==> src/rtl/timer_pkg.sv <==
// rtl/timer_pkg.sv - register map, CTRL bit positions and control struct for timer_bank
package timer_pkg;

  localparam logic [1:0] REG_RELOAD = 2'd0;
  localparam logic [1:0] REG_CTRL   = 2'd1;
  localparam logic [1:0] REG_COUNT  = 2'd2;
  localparam logic [1:0] REG_STATUS = 2'd3;

  localparam int CTRL_EN       = 0;
  localparam int CTRL_PERIODIC = 1;
  localparam int CTRL_IRQ_EN   = 2;

  // Packed so that a cast to W bits gives the CTRL read layout; bit 3 is never stored.
  typedef struct packed {
    logic irq_en;
    logic periodic;
    logic en;
  } ctrl_t;

  function automatic ctrl_t decode_ctrl(input logic [2:0] bits);
    ctrl_t c;
    c.en       = bits[CTRL_EN];
    c.periodic = bits[CTRL_PERIODIC];
    c.irq_en   = bits[CTRL_IRQ_EN];
    return c;
  endfunction

endpackage

==> src/rtl/timer_bank_if.sv <==
// rtl/timer_bank_if.sv - peripheral bus bundle between the z80 side and timer_bank
interface timer_bank_if #(
  parameter int W = 8,
  parameter int N = 4
);
  localparam int AW = $clog2(N) + 2;

  logic          wr_en;
  logic          rd_en;
  logic [AW-1:0] addr;
  logic [W-1:0]  wdata;
  logic [W-1:0]  rdata;
  logic          irq;

  modport master (output wr_en, rd_en, addr, wdata, input rdata, irq);
  modport slave  (input wr_en, rd_en, addr, wdata, output rdata, irq);
endinterface

==> src/rtl/timer_channel.sv <==
// rtl/timer_channel.sv - one down-counter channel: RELOAD, CTRL, COUNT and terminal-count flag
module timer_channel
  import timer_pkg::*;
#(
  parameter int W = 8
) (
  input  logic         clk,
  input  logic         rst,
  input  logic         tick,
  input  logic         wr_reload,
  input  logic         wr_ctrl,
  input  logic         wr_status,
  input  logic [W-1:0] wdata,
  output logic [W-1:0] reload,
  output logic [W-1:0] count,
  output ctrl_t        ctrl,
  output logic         tc
);
  logic  load;
  ctrl_t wctrl;

  assign wctrl = decode_ctrl(wdata[2:0]);

  always_ff @(posedge clk or posedge rst) begin
    if (rst) begin
      reload <= '0;
      count  <= '0;
      ctrl   <= '0;
      tc     <= 1'b0;
      load   <= 1'b0;
    end else begin
      if (wr_reload) reload <= wdata;
      // Clear first so a tc raised below in the same cycle wins.
      if (wr_status && wdata[0]) tc <= 1'b0;
      if (load) begin
        count <= reload;
        load  <= 1'b0;
      end else if (ctrl.en && tick) begin
        if (count != '0) begin
          count <= count - W'(1);
        end else begin
          tc <= 1'b1;
          if (ctrl.periodic) count <= reload;
          else               ctrl.en <= 1'b0;
        end
      end
      if (wr_ctrl) begin
        ctrl <= wctrl;
        load <= wctrl.en && !ctrl.en;
      end
    end
  end
endmodule

==> src/rtl/timer_bank.sv <==
// rtl/timer_bank.sv - N timer channels behind a shared prescaler, register read mux and irq
module timer_bank
  import timer_pkg::*;
#(
  parameter int W   = 8,
  parameter int N   = 4,
  parameter int DIV = 4
) (
  input  logic clk,
  input  logic rst,
  timer_bank_if.slave bus
);
  localparam int AW = $clog2(N) + 2;
  localparam int PW = (DIV > 1) ? $clog2(DIV) : 1;

  logic [PW-1:0] pre;
  logic          tick;
  logic [AW-1:0] chan;
  logic [1:0]    reg_sel;
  logic [W-1:0]  rd_val;

  logic [W-1:0]  reload_q [N];
  logic [W-1:0]  count_q  [N];
  ctrl_t         ctrl_q   [N];
  logic [N-1:0]  tc_q;
  logic [N-1:0]  irq_vec;

  assign tick    = (pre == PW'(DIV - 1));
  assign chan    = bus.addr >> 2;
  assign reg_sel = bus.addr[1:0];

  always_ff @(posedge clk or posedge rst) begin
    if (rst)       pre <= '0;
    else if (tick) pre <= '0;
    else           pre <= pre + PW'(1);
  end

  for (genvar i = 0; i < N; i++) begin : g_ch
    logic hit;
    assign hit = (chan == AW'(i));

    timer_channel #(.W(W)) u_ch (
      .clk       (clk),
      .rst       (rst),
      .tick      (tick),
      .wr_reload (bus.wr_en && hit && (reg_sel == REG_RELOAD)),
      .wr_ctrl   (bus.wr_en && hit && (reg_sel == REG_CTRL)),
      .wr_status (bus.wr_en && hit && (reg_sel == REG_STATUS)),
      .wdata     (bus.wdata),
      .reload    (reload_q[i]),
      .count     (count_q[i]),
      .ctrl      (ctrl_q[i]),
      .tc        (tc_q[i])
    );

    assign irq_vec[i] = tc_q[i] & ctrl_q[i].irq_en;
  end

  // Mux reads current register state, so a same-cycle write or tick is not yet visible.
  always_comb begin
    rd_val = '0;
    for (int i = 0; i < N; i++) begin
      if (chan == AW'(i)) begin
        case (reg_sel)
          REG_RELOAD: rd_val = reload_q[i];
          REG_CTRL:   rd_val = W'(ctrl_q[i]);
          REG_COUNT:  rd_val = count_q[i];
          default:    rd_val = W'(tc_q[i]);
        endcase
      end
    end
  end

  always_ff @(posedge clk or posedge rst) begin
    if (rst) begin
      bus.rdata <= '0;
      bus.irq   <= 1'b0;
    end else begin
      if (bus.rd_en) bus.rdata <= rd_val;
      bus.irq <= |irq_vec;
    end
  end
endmodule

==> src/flat_wrapper.sv <==
// flat-port wrapper written by rule: the top's interface ports become plain ports
module timer_bank_flat import timer_pkg::*;
#(
  parameter int W   = 8,
  parameter int N   = 4,
  parameter int DIV = 4
)
  (clk, rst, bus_wr_en, bus_rd_en, bus_addr, bus_wdata, bus_rdata, bus_irq);
  timer_bank_if #(.W(W), .N(N)) bus_i ();
  input  logic clk;
  input  logic rst;
  input wire logic [$bits(bus_i.wr_en)-1:0] bus_wr_en;
  input wire logic [$bits(bus_i.rd_en)-1:0] bus_rd_en;
  input wire logic [$bits(bus_i.addr)-1:0] bus_addr;
  input wire logic [$bits(bus_i.wdata)-1:0] bus_wdata;
  output wire logic [$bits(bus_i.rdata)-1:0] bus_rdata;
  output wire logic [$bits(bus_i.irq)-1:0] bus_irq;
  assign bus_i.wr_en = bus_wr_en;
  assign bus_i.rd_en = bus_rd_en;
  assign bus_i.addr = bus_addr;
  assign bus_i.wdata = bus_wdata;
  assign bus_rdata = bus_i.rdata;
  assign bus_irq = bus_i.irq;
  timer_bank #(.W(W), .N(N), .DIV(DIV)) u_core (.clk(clk), .rst(rst), .bus(bus_i));
endmodule
==> config.mk <==
export PLATFORM = sky130hd
export DESIGN_NAME = timer_bank_flat
export DESIGN_NICKNAME = d
export VERILOG_FILES = /design/src/rtl/timer_pkg.sv /design/src/rtl/timer_bank_if.sv /design/src/rtl/timer_channel.sv /design/src/rtl/timer_bank.sv /design/src/flat_wrapper.sv
export SDC_FILE = /design/constraint.sdc
export NUM_CORES = 1
export LEC_CHECK = 0
export CORE_UTILIZATION = 35
export CTS_BUF_LIST = sky130_fd_sc_hd__clkbuf_4 sky130_fd_sc_hd__clkbuf_8
export DETAILED_ROUTE_END_ITERATION = 8
export GPL_TIMING_DRIVEN = 0
export PLACE_DENSITY = 0.5
export SLEW_MARGIN = 25
export SYNTH_ARGS = -nofsm -noshare
export SYNTH_HDL_FRONTEND = slang
export SYNTH_SLANG_ARGS = --single-unit
==> constraint.sdc <==
create_clock -name clk -period 4 [get_ports clk]
set_clock_uncertainty 0.1 [all_clocks]
set_input_delay 0.8 -clock clk [delete_from_list [all_inputs] [get_ports clk]]
set_output_delay 0.8 -clock clk [all_outputs]
set_load 0.01 [all_outputs]
==> results.md, run 1 <==
- Die height: 126 um
- Fill count: 1491
- Commonest non-fill, non-tap cells in the layout: dfrtp_1 (95), o21ai_0 (50), mux2_2 (49)
- Clock Power Share: 0.190
- Die Wd: 126 um
- Synth area leader: dfrtp_1
- Max Root-Sink Buffers: 2
- Run status: finished, final reports clean
- CTS buffer count: 9
- Fin crit share: 0.741
- Tmin final: 2.96 ns
- Max Cap Viol: 0
- FF-to-FF path depth: 8
- Min-delay worst type: flop to flop
- First-pass GRT wire length: 25800 um
- Max-slew headroom: 0.541
- Internal: 2.04 mW
- Drt via density: 5.81
- Peak supply drop: 0.201 mV
- Crit end category: flop
- Post-synthesis mux area share: 0.139
- P&R area growth vs syn: 12.8%
- Max Slew Vio Count: 0
- Min-Delay Path Depth: 1
- WL/cell: 20.9 um
- Slew @ Worst Pin: 0.688 ns
- Via count: 4480
- Final ANT Viol Nets: 0
- Leakage power: 2.49 nW
- Initial antenna violation count: 0
- Remaining DRCs: 0
- Slowest cell on the critical path: clkdlybuf4s50_1
- CTS Sinks: 95
- Psw: 1.30 mW
- Net count after synthesis: 573
- Cts repair resizes: 0
- Initial DRC count: 382
- Most common cell after layout, fill and taps aside: dfrtp_1
- Sequential power share: 0.502
- Total GRT Usage: 0.216
- Final #Nets: 608
- Slowest cell delay on critical path: 0.52 ns
- Main combinational cell family by area after synthesis: compound AO/OA/AOI/OAI gates
- Synth Cell Area: 5360 um2
- Post-DP HPWL: 11800 um
- Post-Synth Simple-Gate Area: 0.144
- Cells along the critical path: clkdlybuf4s50_1 > buf_2 > buf_2 > buf_2 > o21ai_0 > a222oi_1 > o22ai_1
- I/O pins: 25
- Pin count of the biggest net entering global routing: 67
- Worst-path clk slew: 0.09 ns
- H-Tree Depth: 3
- Final GP Congestion: 0.872
- Crit-path most repeated cell: buf_2
- Routed wire length: 16100 um
- Largest cells by area after synthesis: dfrtp_1 (44%), mux2_2 (10%), o21ai_0 (4.7%)
- Ys Warns: 0
- Switching Share: 0.390
- Synth unique cells: 61
- Vias in the first global route: 4428
- CTS tree: built
- Post-CTS setup repair buffer count: 0
- XOR/XNOR share of the synthesized area: 0
- Average cell area after synthesis: 9.78 um2
- Worst endpoint required time: 4.14 ns
- Synth Register Bits: 95
- Starting Density: 0.363
- # diodes: 0
- Crit-path max FO: 10
- Fin cells: 771
- Unrepaired setup endpoints after global routing: no
- Post-synthesis adder-cell area fraction: 0.0210
- Core area: 14800 um2
- CP Class: input pin to flop
- CTS Root Cell: clkbuf_8
- Post-synth top area share: 0.444
- Combinational share of power: 0.308
- Fin. Hold Viols: 0
- Startpoint types: input pin
- Clk_lat worst skew: 0.38 ns
- PD cells: 554 nW/um2
- Register area share after synthesis: 0.444
- Die area: 15800 um2
- CTS Hold Buffers Added: 0
- Ys flop type: dfrtp_1
- Total gr overflow: 0
- Crit path DAT: 3.11 ns
- Dpl cells: 756
- Ys async rst share: 1.00
- Placement Rows: 44
- Final setup fails: 0
- Fmax achieved: 337 MHz
- Layout cells sized above 1: 0.160
- Compound-Gate Fraction of Synth Area: 0.209
- Port-buffer cells: 23
- Mapped Cells: 548
- Number of synthesized flops with an enable pin: 0
- 1st-pass router iterations: 4
- Hold_ws: 0.337 ns
[sequential cells by signal (all words and copies together), names as in the netlist]
register and flops:
u_core.bus.irq 1, u_core.bus.rdata 8, u_core.g_ch.u_ch.count 32, u_core.g_ch.u_ch.ctrl 12, u_core.g_ch.u_ch.load 4, u_core.g_ch.u_ch.reload 32
u_core.g_ch.u_ch.tc 4, u_core.pre 2
[layout make-up]
type | instances | area [um2] | share of cell area
Multi-Input combinational cell | 395 | 2750 | 0.455
Sequential cell | 95 | 2380 | 0.393
Timing Repair Buffer | 24 | 258 | 0.0427
Tap cell | 184 | 230 | 0.0381
Clock buffer | 13 | 179 | 0.0296
Inverter | 32 | 125 | 0.0207
Buffer | 26 | 110 | 0.0182
Clock inverter | 2 | 13.8 | 0.00228
[power by group through the flow]
stage	combinational (mW)	clock, mW	sequential, mW
4_1_cts	1.03	0.657	1.67
5_1_grt	1.15	0.701	1.72
6_report	1.03	0.637	1.68
3_5_place_dp	1.02	0	1.69
3_3_place_gp	1.01	0	1.68
2_1_floorplan	0.760	0	1.54
[per-stage QoR]
stage           util  power (mW)  setup WS [ns]  cell area, um2  setup TNS (ns)
6_report       0.410        3.35           1.04            6040               0
5_1_grt        0.410        3.57          0.970            6040               0
4_1_cts        0.410        3.36           1.14            6040               0
3_5_place_dp   0.397        2.71          0.726            5850               0
3_3_place_gp   0.394        2.69          -1.11            5820         -104.21
2_1_floorplan      -        2.29          0.623            5360               0
[worst max-delay path, delay by kind of cell]
kind / cells / cell delay, ns
AO/OA/AOI/OAI: 3 / 0.71
buffers and inverters: 4 / 1.58
[cells in the mapped netlist (3+ instances only)]
cell type / count
o21ai_0: 50
a221oi_1: 3
or3_1: 4
nand2b_1: 9
nand2_1: 38
clkbuf_1: 14
buf_2: 10
nand3b_1: 3
nor3_1: 9
ha_1: 9
o31ai_1: 4
nand3_1: 13
and2_1: 3
o22ai_1: 11
o311ai_0: 3
o41ai_1: 5
and3_1: 3
nor2b_1: 6
a31oi_1: 4
nand4_1: 3
inv_1: 32
dfrtp_1: 95
nor2_1: 36
mux2_2: 49
a311oi_1: 3
mux2i_1: 15
a21oi_1: 46
o22a_1: 7
a22oi_1: 7
a41oi_1: 5
[final timing paths]
| check | endpoint | startpoint | slack, ns |
|---|---|---|---|
| setup / recovery | u_core.bus.rdata[5] | bus_addr[1] | 1.04 |
| hold reg to reg | u_core.pre[0] | u_core.pre[0] | 0.34 |
| setup reg to reg | u_core.g_ch[2].u_ch.count[1] | u_core.g_ch[2].u_ch.count[0] | 1.70 |
| min in group asynchronous | u_core.g_ch[1].u_ch.count[4] | rst | 0.66 |
| hold / removal | u_core.pre[0] | u_core.pre[0] | 0.34 |
| max in group asynchronous | u_core.g_ch[0].u_ch.count[7] | rst | 2.50 |
[logic make-up (layout without fill, tap and decap cells)]
| group | Yosys count | after routing |
|---|---|---|
| mux | 66 | 66 |
| buf+inv | 58 | 97 |
| flops | 95 | 95 |
| fa+ha+maj | 9 | 9 |
| compound gates | 174 | 174 |
| simple gates | 146 | 146 |
[metal layers]
metal	GRT usage	wire, um	vias to the layer above
li1	-	-	2108
met1	0.297	7510	2225
met2	0.334	7300	121
met3	0.0399	870	26
met4	0.0904	443	0
met5	0	0	-
Power figures use the tool's default switching activity.
==> run 2: changes to the inputs <==
Settings changed: PLACE_DENSITY 0.5 to 0.52.
Clock period 4 ns to 2.5 ns, I/O delays scaled along.
==> results.md, run 2 (synthesized netlist as in run 1, its figures left out) <==
- Crit end category: flop (unchanged)
- Worst endpoint required time: 2.64 ns (was 4.14 ns)
- CTS tree: built (unchanged)
- Dpl cells: 758 (was 756)
- CTS Sinks: 95 (unchanged)
- Tmin final: 2.47 ns
- Peak supply drop: 0.454 mV (was 0.201 mV)
- Max Cap Viol: 0 (unchanged)
- Hold_ws: 0.324 ns (was 0.337 ns)
- Crit-path most repeated cell: buf_2 (unchanged)
- H-Tree Depth: 3 (unchanged)
- First-pass GRT wire length: 25300 um (was 25800 um)
- Drt via density: 5.86 (was 5.81)
- Placement Rows: 44 (unchanged)
- Placed cell area: 5900 um2 (was 5850 um2)
- Run status: finished, final reports clean (unchanged)
- Cells along the critical path: clkdlybuf4s50_1 > buf_2 > buf_2 > o21bai_1 > a222oi_1 > o22ai_1 (was clkdlybuf4s50_1 > buf_2 > buf_2 > buf_2 > o21ai_0 > a222oi_1 > o22ai_1)
- Pin count of the biggest net entering global routing: 29 (was 67)
- Unrepaired setup endpoints after global routing: no (unchanged)
- Remaining DRCs: 0 (unchanged)
- Fmax achieved: 406 MHz
- Power consumption: 5.31 mW (was 3.35 mW)
- WL/cell: 20.6 um (was 20.9 um)
- I/O pins: 25 (unchanged)
- Fin. Hold Viols: 0 (unchanged)
- Initial antenna violation count: 0 (unchanged)
- CTS buffer count: 9 (unchanged)
- Max-slew headroom: 0.560 (was 0.541)
- Total gr overflow: 0 (unchanged)
- Via count: 4537 (was 4480)
- Clk_lat worst skew: 0.39 ns (was 0.38 ns)
- Initial DRC count: 350 (was 382)
- Max Root-Sink Buffers: 2 (unchanged)
- Fin crit share: 0.986
- Worst-path clk slew: 0.09 ns (about the same)
- CTS Root Cell: clkbuf_8 (unchanged)
- P&R area growth vs syn: 13.5% (was 12.8%)
- Starting Density: 0.363 (unchanged)
- Leakage power: 2.50 nW (was 2.49 nW)
- Layout cells sized above 1: 0.168 (was 0.160)
- Slowest cell delay on critical path: 0.64 ns (was 0.52 ns)
- Fin cells: 774 (was 771)
- Final setup fails: 0 (unchanged)
- Post-DP HPWL: 11700 um (was 11800 um)
- Routed wire length: 15900 um (was 16100 um)
- 1st-pass router iterations: 5 (was 4)
- PD cells: 872 nW/um2 (was 554 nW/um2)
- Die height: 126 um (unchanged)
- Regs by FF count: u_core.g_ch.u_ch.count (32), u_core.g_ch.u_ch.reload (32), u_core.g_ch.u_ch.ctrl (12) (unchanged)
- # diodes: 0 (unchanged)
- Post-Layout Inst Area: 6080 um2 (was 6040 um2)
- Placement Setup Slack: -0.581 ns (was 0.726 ns)
- Crit path DAT: 2.60 ns (was 3.11 ns)
- Final ANT Viol Nets: 0 (unchanged)
- Most common cell after layout, fill and taps aside: dfrtp_1 (unchanged)
- Core area: 14800 um2 (unchanged)
- Slowest cell on the critical path: clkdlybuf4s50_1 (unchanged)
- Min-delay worst type: flop to flop (unchanged)
- Max Slew Vio Count: 0 (unchanged)
- Crit-path max FO: 10 (unchanged)
- Startpoint types: input pin (unchanged)
- Commonest non-fill, non-tap cells in the layout: dfrtp_1 (95), o21ai_0 (50), mux2_2 (49) (unchanged)
- CP Class: input pin to flop (unchanged)
- Die Wd: 126 um (unchanged)
- Total GRT Usage: 0.210 (was 0.216)
- Final GP Congestion: 0.898 (was 0.872)
- Setup ws final: 0.0346 ns (was 1.04 ns)
- Final #Nets: 610 (was 608)
- Port-buffer cells: 23 (unchanged)
- Slew @ Worst Pin: 0.659 ns (was 0.688 ns)
- Die area: 15800 um2 (unchanged)
- Vias in the first global route: 4350 (was 4428)
[run 2: cell count changes in the layout (fill, tap and decap cells not counted), sizes merged]
cell	change
buf	+2
clkbuf	-2
clkinv	+1
clkinvlp	+3
inv	-1
[run 2: area by class of cell]
class                   count  area, um2
plain buffers              25        110
clock buffers              11        145
clock inverters             5       33.8
fillers                  1508       8670
inverters                  32        124
multi-input cells         395       2750
flip-flops and latches     95       2380
well taps                 184        230
repair buffers             27        313
[run 2: stage by stage]
stage                      util  TNS [ns]
final                     0.412         0
after global routing      0.412         0
after detailed placement  0.400    -12.01
after CTS                 0.412         0
after floorplan               -         0
after global placement    0.395    -43.23
[run 2: routing by layer]
layer  global-route usage  routed length, um  vias to the layer above
met5                    0                  0                        -
met4               0.0581                293                        0
met3               0.0548                858                       19
met2                0.318               7120                      124
met1                0.295               7640                     2284
li1                     -                  -                     2110
[run 2: final timing paths]
kind | from | to | slack, ns | cells past startpoint
min | u_core.pre[0] | u_core.pre[0] | 0.32 | 1
max reg2reg | u_core.pre[0] | u_core.g_ch[0].u_ch.count[3] | 0.17 | 7
max | bus_addr[0] | u_core.bus.rdata[5] | 0.03 | 6
min reg2reg | u_core.pre[0] | u_core.pre[0] | 0.32 | 1
max in group asynchronous | rst | u_core.g_ch[2].u_ch.count[2] | 1.09 | 4
min in group asynchronous | rst | u_core.g_ch[1].u_ch.reload[6] | 0.44 | 2
[run 2: power breakdown]
group	internal, mW	switching [mW]	total, mW
sequential	2.01	0.670	2.68
clock	0.399	0.574	0.972
combinational	0.798	0.855	1.65
[run 2: timing repair]
item,CTS,global route
hold buffers,0,0
cloned,0,0
resized for setup,2,2
pin swaps,1,0
setup endpoints to repair,5,10
buffers inserted,0,1
[run 2: critical path, delay by kind of cell]
kind                   cells  cell delay (ns)
buffers and inverters      3             1.29
AO/OA/AOI/OAI              3             0.82
==> run 3: changes to the inputs <==
Settings changed: CORE_UTILIZATION 35 to 44, PLACE_DENSITY 0.52 to 0.63.
==> results.md, run 3 (synthesized netlist as in run 1, its figures left out) <==
- Final GP Congestion: 0.913 (was 0.898)
- Max Root-Sink Buffers: 2 (unchanged)
- # diodes: 0 (unchanged)
- Fmax achieved: 406 MHz (about the same)
- Regs by FF count: u_core.g_ch.u_ch.count (32), u_core.g_ch.u_ch.reload (32), u_core.g_ch.u_ch.ctrl (12) (unchanged)
- Grt met2 use: 0.399 (was 0.318)
- Max Slew Vio Count: 0 (unchanged)
- I/O pins: 25 (unchanged)
- Crit-path max FO: 19 (was 10)
- Failing checks: DRC
- Die height: 112 um (was 126 um)
- Crit end category: flop (unchanged)
- P&R area growth vs syn: 12.5% (was 13.5%)
- Worst-path clk slew: 0.09 ns (about the same)
- PD cells: 881 nW/um2 (was 872 nW/um2)
- Worst endpoint required time: 2.63 ns (was 2.64 ns)
- CTS buffer count: 9 (unchanged)
- WL/cell: 20.8 um (was 20.6 um)
- Vias in the first global route: 4495 (was 4350)
- CP Class: input pin to flop (unchanged)
- Crit path DAT: 2.59 ns (was 2.60 ns)
- Max Cap Viol: 0 (unchanged)
- Core area: 11700 um2 (was 14800 um2)
- Commonest non-fill, non-tap cells in the layout: dfrtp_1 (95), o21ai_0 (50), mux2_2 (49) (unchanged)
- Most common cell after layout, fill and taps aside: dfrtp_1 (unchanged)
- Slowest cell delay on critical path: 0.56 ns (was 0.64 ns)
- Placed cell area: 5830 um2 (was 5900 um2)
- HP Start: u_core.pre[0] (unchanged)
- Pin count of the biggest net entering global routing: 31 (was 29)
- CTS Sinks: 95 (unchanged)
- Min-Delay Path Depth: 1 (unchanged)
- Hold Path Sink: u_core.pre[0] (unchanged)
- Post-Layout Inst Area: 6030 um2 (was 6080 um2)
- Setup ws final: 0.0393 ns (was 0.0346 ns)
- Max-slew headroom: 0.554 (was 0.560)
- CP Launch Point: bus_addr[1] (was bus_addr[0])
- Busiest grt layer: met2 (unchanged)
- Run status: finished with violations (was finished, final reports clean)
- Met3 Track Usage GR: 0.0535 (was 0.0548)
- Placement Setup Slack: -0.525 ns (was -0.581 ns)
- Routed wire length: 15300 um (was 15900 um)
- Fin crit share: 0.984 (was 0.986)
- Total GRT Usage: 0.257 (was 0.210)
- R2R Path Start: u_core.g_ch[2].u_ch.count[0] (was u_core.pre[0])
- Dpl cells: 717 (was 758)
- First-pass GRT wire length: 24800 um (was 25300 um)
- Via count: 4609 (was 4537)
- Port-buffer cells: 23 (unchanged)
- Slew @ Worst Pin: 0.668 ns (was 0.659 ns)
- Cells along the critical path: clkdlybuf4s50_1 > buf_4 > buf_2 > o21ai_0 > a222oi_1 > o22ai_1 (was clkdlybuf4s50_1 > buf_2 > buf_2 > o21bai_1 > a222oi_1 > o22ai_1)
- Final setup fails: 0 (unchanged)
- Starting Density: 0.459 (was 0.363)
- Total gr overflow: 0 (unchanged)
- Clk_lat worst skew: 0.37 ns (was 0.39 ns)
- Met1 Track Usage GR: 0.368 (was 0.295)
- Layout cells sized above 1: 0.166 (was 0.168)
- Hold_ws: 0.332 ns (was 0.324 ns)
- H-Tree Depth: 3 (unchanged)
- FF-to-FF path depth: 8 (was 7)
- Unrepaired setup endpoints after global routing: no (unchanged)
- Leakage power: 2.50 nW (about the same)
- Final ANT Viol Nets: 0 (unchanged)
- Fin cells: 733 (was 774)
- Final setup TNS: 0 ns (unchanged)
- Die area: 12600 um2 (was 15800 um2)
- Placement Rows: 39 (was 44)
- Slowest cell on the critical path: clkdlybuf4s50_1 (unchanged)
- 1st-pass router iterations: 8 (was 5)
- Reg2reg end: u_core.g_ch[2].u_ch.count[1] (was u_core.g_ch[0].u_ch.count[3])
- R2r setup slk: 0.18 ns (was 0.17 ns)
- Min-delay worst type: flop to flop (unchanged)
- CTS Root Cell: clkbuf_8 (unchanged)
- Die Wd: 112 um (was 126 um)
- Drt via density: 6.29 (was 5.86)
- Startpoint types: input pin (unchanged)
- Remaining DRCs: 4 (was 0)
- Tmin final: 2.46 ns (was 2.47 ns)
- CTS tree: built (unchanged)
- Initial antenna violation count: 0 (unchanged)
- Peak supply drop: 0.470 mV (was 0.454 mV)
- Initial DRC count: 382 (was 350)
- Fin. Hold Viols: 0 (unchanged)
- Post-DP HPWL: 11300 um (was 11700 um)
- Final #Nets: 610 (unchanged)
==> run 3: per-layer routing <==
metal	part of all wire	vias to the layer above
met5	0	-
met4	0.015	0
met3	0.072	20
met2	0.46	162
met1	0.46	2318
li1	-	2109
==> run 3: how the worst max path moves through the flow <==
| stage | depth (start not counted) | slack [ns] | endpoint |
|---|---|---|---|
| 2_1_floorplan | 8 | 0.57 | u_core.g_ch[2].u_ch.count[1] |
| 3_3_place_gp | 7 | -0.51 | u_core.bus.rdata[5] |
| 3_5_place_dp | 7 | -0.52 | u_core.bus.rdata[5] |
| 4_1_cts | 5 | 0.09 | u_core.g_ch[1].u_ch.reload[1] |
| 5_1_grt | 6 | 0.03 | u_core.g_ch[2].u_ch.tc |
| 6_report | 6 | 0.04 | u_core.bus.rdata[5] |
==> run 3: final cells by class <==
cell class	count	area [um2]
timing repair buffer	27	298
multi-input combinational	395	2760
inverter	32	124
clock inverter	5	31.3
sequential	95	2380
buffer	25	109
clock buffer	11	151
tap	143	179
fill	1097	5630
==> run 3: power breakdown <==
group | switching [mW] | total (mW) | internal (mW)
clock network | 0.554 | 0.969 | 0.415
logic | 0.863 | 1.66 | 0.797
registers | 0.674 | 2.69 | 2.01
total | 2.09 | 5.31 | 3.22
==> run 3: repair_timing <==
item	CTS	global route
setup buffers	0	1
setup endpoints to repair	4	10
pin swaps	1	0
gates cloned	0	0
resized for setup	2	1
hold buffers	0	0
==> run 3: critical path: cells and delay by family <==
kind	cells	cell delay [ns]
buf+inv	3	1.22
compound gates	3	0.86
==> run 3: metrics by stage <==
| stage | utilization | power, mW |
|---|---|---|
| 2_1_floorplan | - | 3.67 |
| 3_3_place_gp | 0.495 | 4.26 |
| 6_report | 0.517 | 5.31 |
| 5_1_grt | 0.517 | 5.66 |
| 3_5_place_dp | 0.500 | 4.32 |
| 4_1_cts | 0.516 | 5.31 |
==> edit, RTL diff (config.mk and constraints of run 1) <==
`W` is set to 8 in 4 places; all go to 6.
--- a/src/rtl/timer_bank_if.sv
+++ b/src/rtl/timer_bank_if.sv
@@ -1,5 +1,5 @@
 // rtl/timer_bank_if.sv - peripheral bus bundle between the z80 side and timer_bank
 interface timer_bank_if #(
-  parameter int W = 8,
+  parameter int W = 6,
   parameter int N = 4
 );
--- a/src/rtl/timer_channel.sv
+++ b/src/rtl/timer_channel.sv
@@ -3,5 +3,5 @@
   import timer_pkg::*;
 #(
-  parameter int W = 8
+  parameter int W = 6
 ) (
   input  logic         clk,
--- a/src/rtl/timer_bank.sv
+++ b/src/rtl/timer_bank.sv
@@ -3,5 +3,5 @@
   import timer_pkg::*;
 #(
-  parameter int W   = 8,
+  parameter int W   = 6,
   parameter int N   = 4,
   parameter int DIV = 4
--- a/src/flat_wrapper.sv
+++ b/src/flat_wrapper.sv
@@ -2,5 +2,5 @@
 module timer_bank_flat import timer_pkg::*;
 #(
-  parameter int W   = 8,
+  parameter int W   = 6,
   parameter int N   = 4,
   parameter int DIV = 4
Interface: changed (resized bus_rdata and bus_wdata); port bits go from 25 to 21. No check against the original RTL was run, so the function may have changed too.
==> edit against run 1 <==
  * Total power shrank 9.1%
  * Wire length shrank 26%
  * Critical path depth is the same
  * Largest power group unchanged
  * Design area shrank 16%
  * Sequential cell count shrank 18
  * Utilization grew 0.91 points
  * Area after synthesis shrank 17%
  * Setup slack gained 400 ps
==> edit: results <==
set metrics [dict create \
    clk_pin_slew_worst_paths_ps 80 \
    cts.path.max_buffers 2 \
    hold_class "flop to flop" \
    wl_met3_um 502 \
    finalNetCount 486 \
    grt_max_degree 44 \
    synth_common_cells "dfrtp_1 (77), mux2_2 (42), nand2_1 (34)" \
    diodes 0 \
    syn-num-nets 456 \
    worstSkewPairLatency_ps 360 \
    crit_family "buffers and inverters" \
    pre_cts_ws_ps 1060 \
    wl_met2_mm 5.44 \
    drive_above_1_share 0.175 \
    max_stage_delay_ps 490 \
    gp_congestion 0.868 \
    drt-initial-drc-count 229 \
    highest_layer "met4" \
    slew_headroom 0.554 \
    fillers 1188 \
    hold_path_depth 1 \
    grt_pass1_vias 3414 \
    finalWirelength_mm 11.9 \
    r2r_cells 6 \
    arrival_ps 2720 \
    first_pass_iters 5 \
    synth-warning-count 0 \
    max-vdd-ir-drop_uv 202 \
    reg_top3 "u_core.g_ch.u_ch.count x24, u_core.g_ch.u_ch.reload x24, u_core.g_ch.u_ch.ctrl x12" \
    yosysUniqueCellTypes 54 \
    worstPathMaxFanout 10 \
    p_leak_uw 0.00219 \
    hpwl_mm 8.63 \
    htreeDepth 3 \
    drt-met1-wl_mm 5.74 \
    p_sw_frac 0.368 \
    synth-seq-area-share 0.435 \
    post_cts_buffers 0 \
    outcome "completed" \
    grt_usage 0.197 \
    via_per_inst 5.46 \
    grt_pass1_wl_mm 19.2 \
    io_buffers 18 \
    crit_slowest_cell "clkdlybuf4s50_1" \
    synth.area.top_cells "dfrtp_1 (44%), mux2_2 (11%), mux2i_1 (5.7%)" \
]
-- edit: final timing paths --
path | from | endpoint | slack, ps
min in group asynchronous | rst | u_core.pre[0] | 710
setup reg to reg | u_core.g_ch[3].u_ch.count[0] | u_core.g_ch[3].u_ch.count[2] | 1830
setup / recovery | bus_addr[0] | u_core.g_ch[3].u_ch.tc | 1430
hold reg to reg | u_core.pre[0] | u_core.pre[0] | 340
max in group asynchronous | rst | u_core.g_ch[3].u_ch.reload[3] | 2520
hold / removal | u_core.pre[0] | u_core.pre[0] | 340
-- edit: kinds of logic after synthesis --
family	after synthesis	synth area share
compound gates	115	0.184
buf+inv	44	0.0410
fa+ha+maj	9	0.0254
flops	77	0.435
simple gates	120	0.146
mux	68	0.168
-- edit: cell type report --
type | instances | area share
clock inverter | 3 | 0.0128
timing repair buffer | 19 | 0.0408
buffer | 16 | 0.0150
multi-input combinational | 312 | 0.456
clock buffer | 13 | 0.0351
sequential | 77 | 0.378
inverter | 28 | 0.0211
tap | 168 | 0.0413
-- edit: stage by stage --
stage / area (um2) / utilization / power (uW) / hold slack (ps) / cells
2_1_floorplan: 4430 / - / 2000 / 303 / 433
3_3_place_gp: 4820 / 0.396 / 2310 / 314 / 619
3_5_place_dp: 4850 / 0.399 / 2330 / 324 / 620
4_1_cts: 5090 / 0.419 / 3060 / 337 / 636
5_1_grt: 5090 / 0.419 / 3260 / 369 / 636
6_report: 5090 / 0.419 / 3040 / 336 / 636
-- edit: metal layers --
metal	GRT usage	vias to the layer above
met5	0	-
met4	0.0805	0
met1	0.279	1726
met3	0.0275	13
met2	0.303	70
li1	-	1662
-- edit: worst register-to-register path: cells and delay by family (launching register included) --
| kind | cells | cell delay, ps |
|---|---|---|
| AO/OA/AOI/OAI | 3 | 1010 |
| adder cells (fa/ha/maj) | 1 | 260 |
| buffers and inverters | 1 | 110 |
| flip-flops | 1 | 400 |
| AND/OR/NAND/NOR | 1 | 180 |
-- edit: power groups by stage --
stage / Clock (uW) / Sequential [uW] / Combinational, uW
5_1_grt: 765 / 1350 / 1150
3_3_place_gp: 0 / 1310 / 996
6_report: 711 / 1310 / 1020
4_1_cts: 733 / 1300 / 1030
2_1_floorplan: 0 / 1220 / 786
3_5_place_dp: 0 / 1310 / 1020
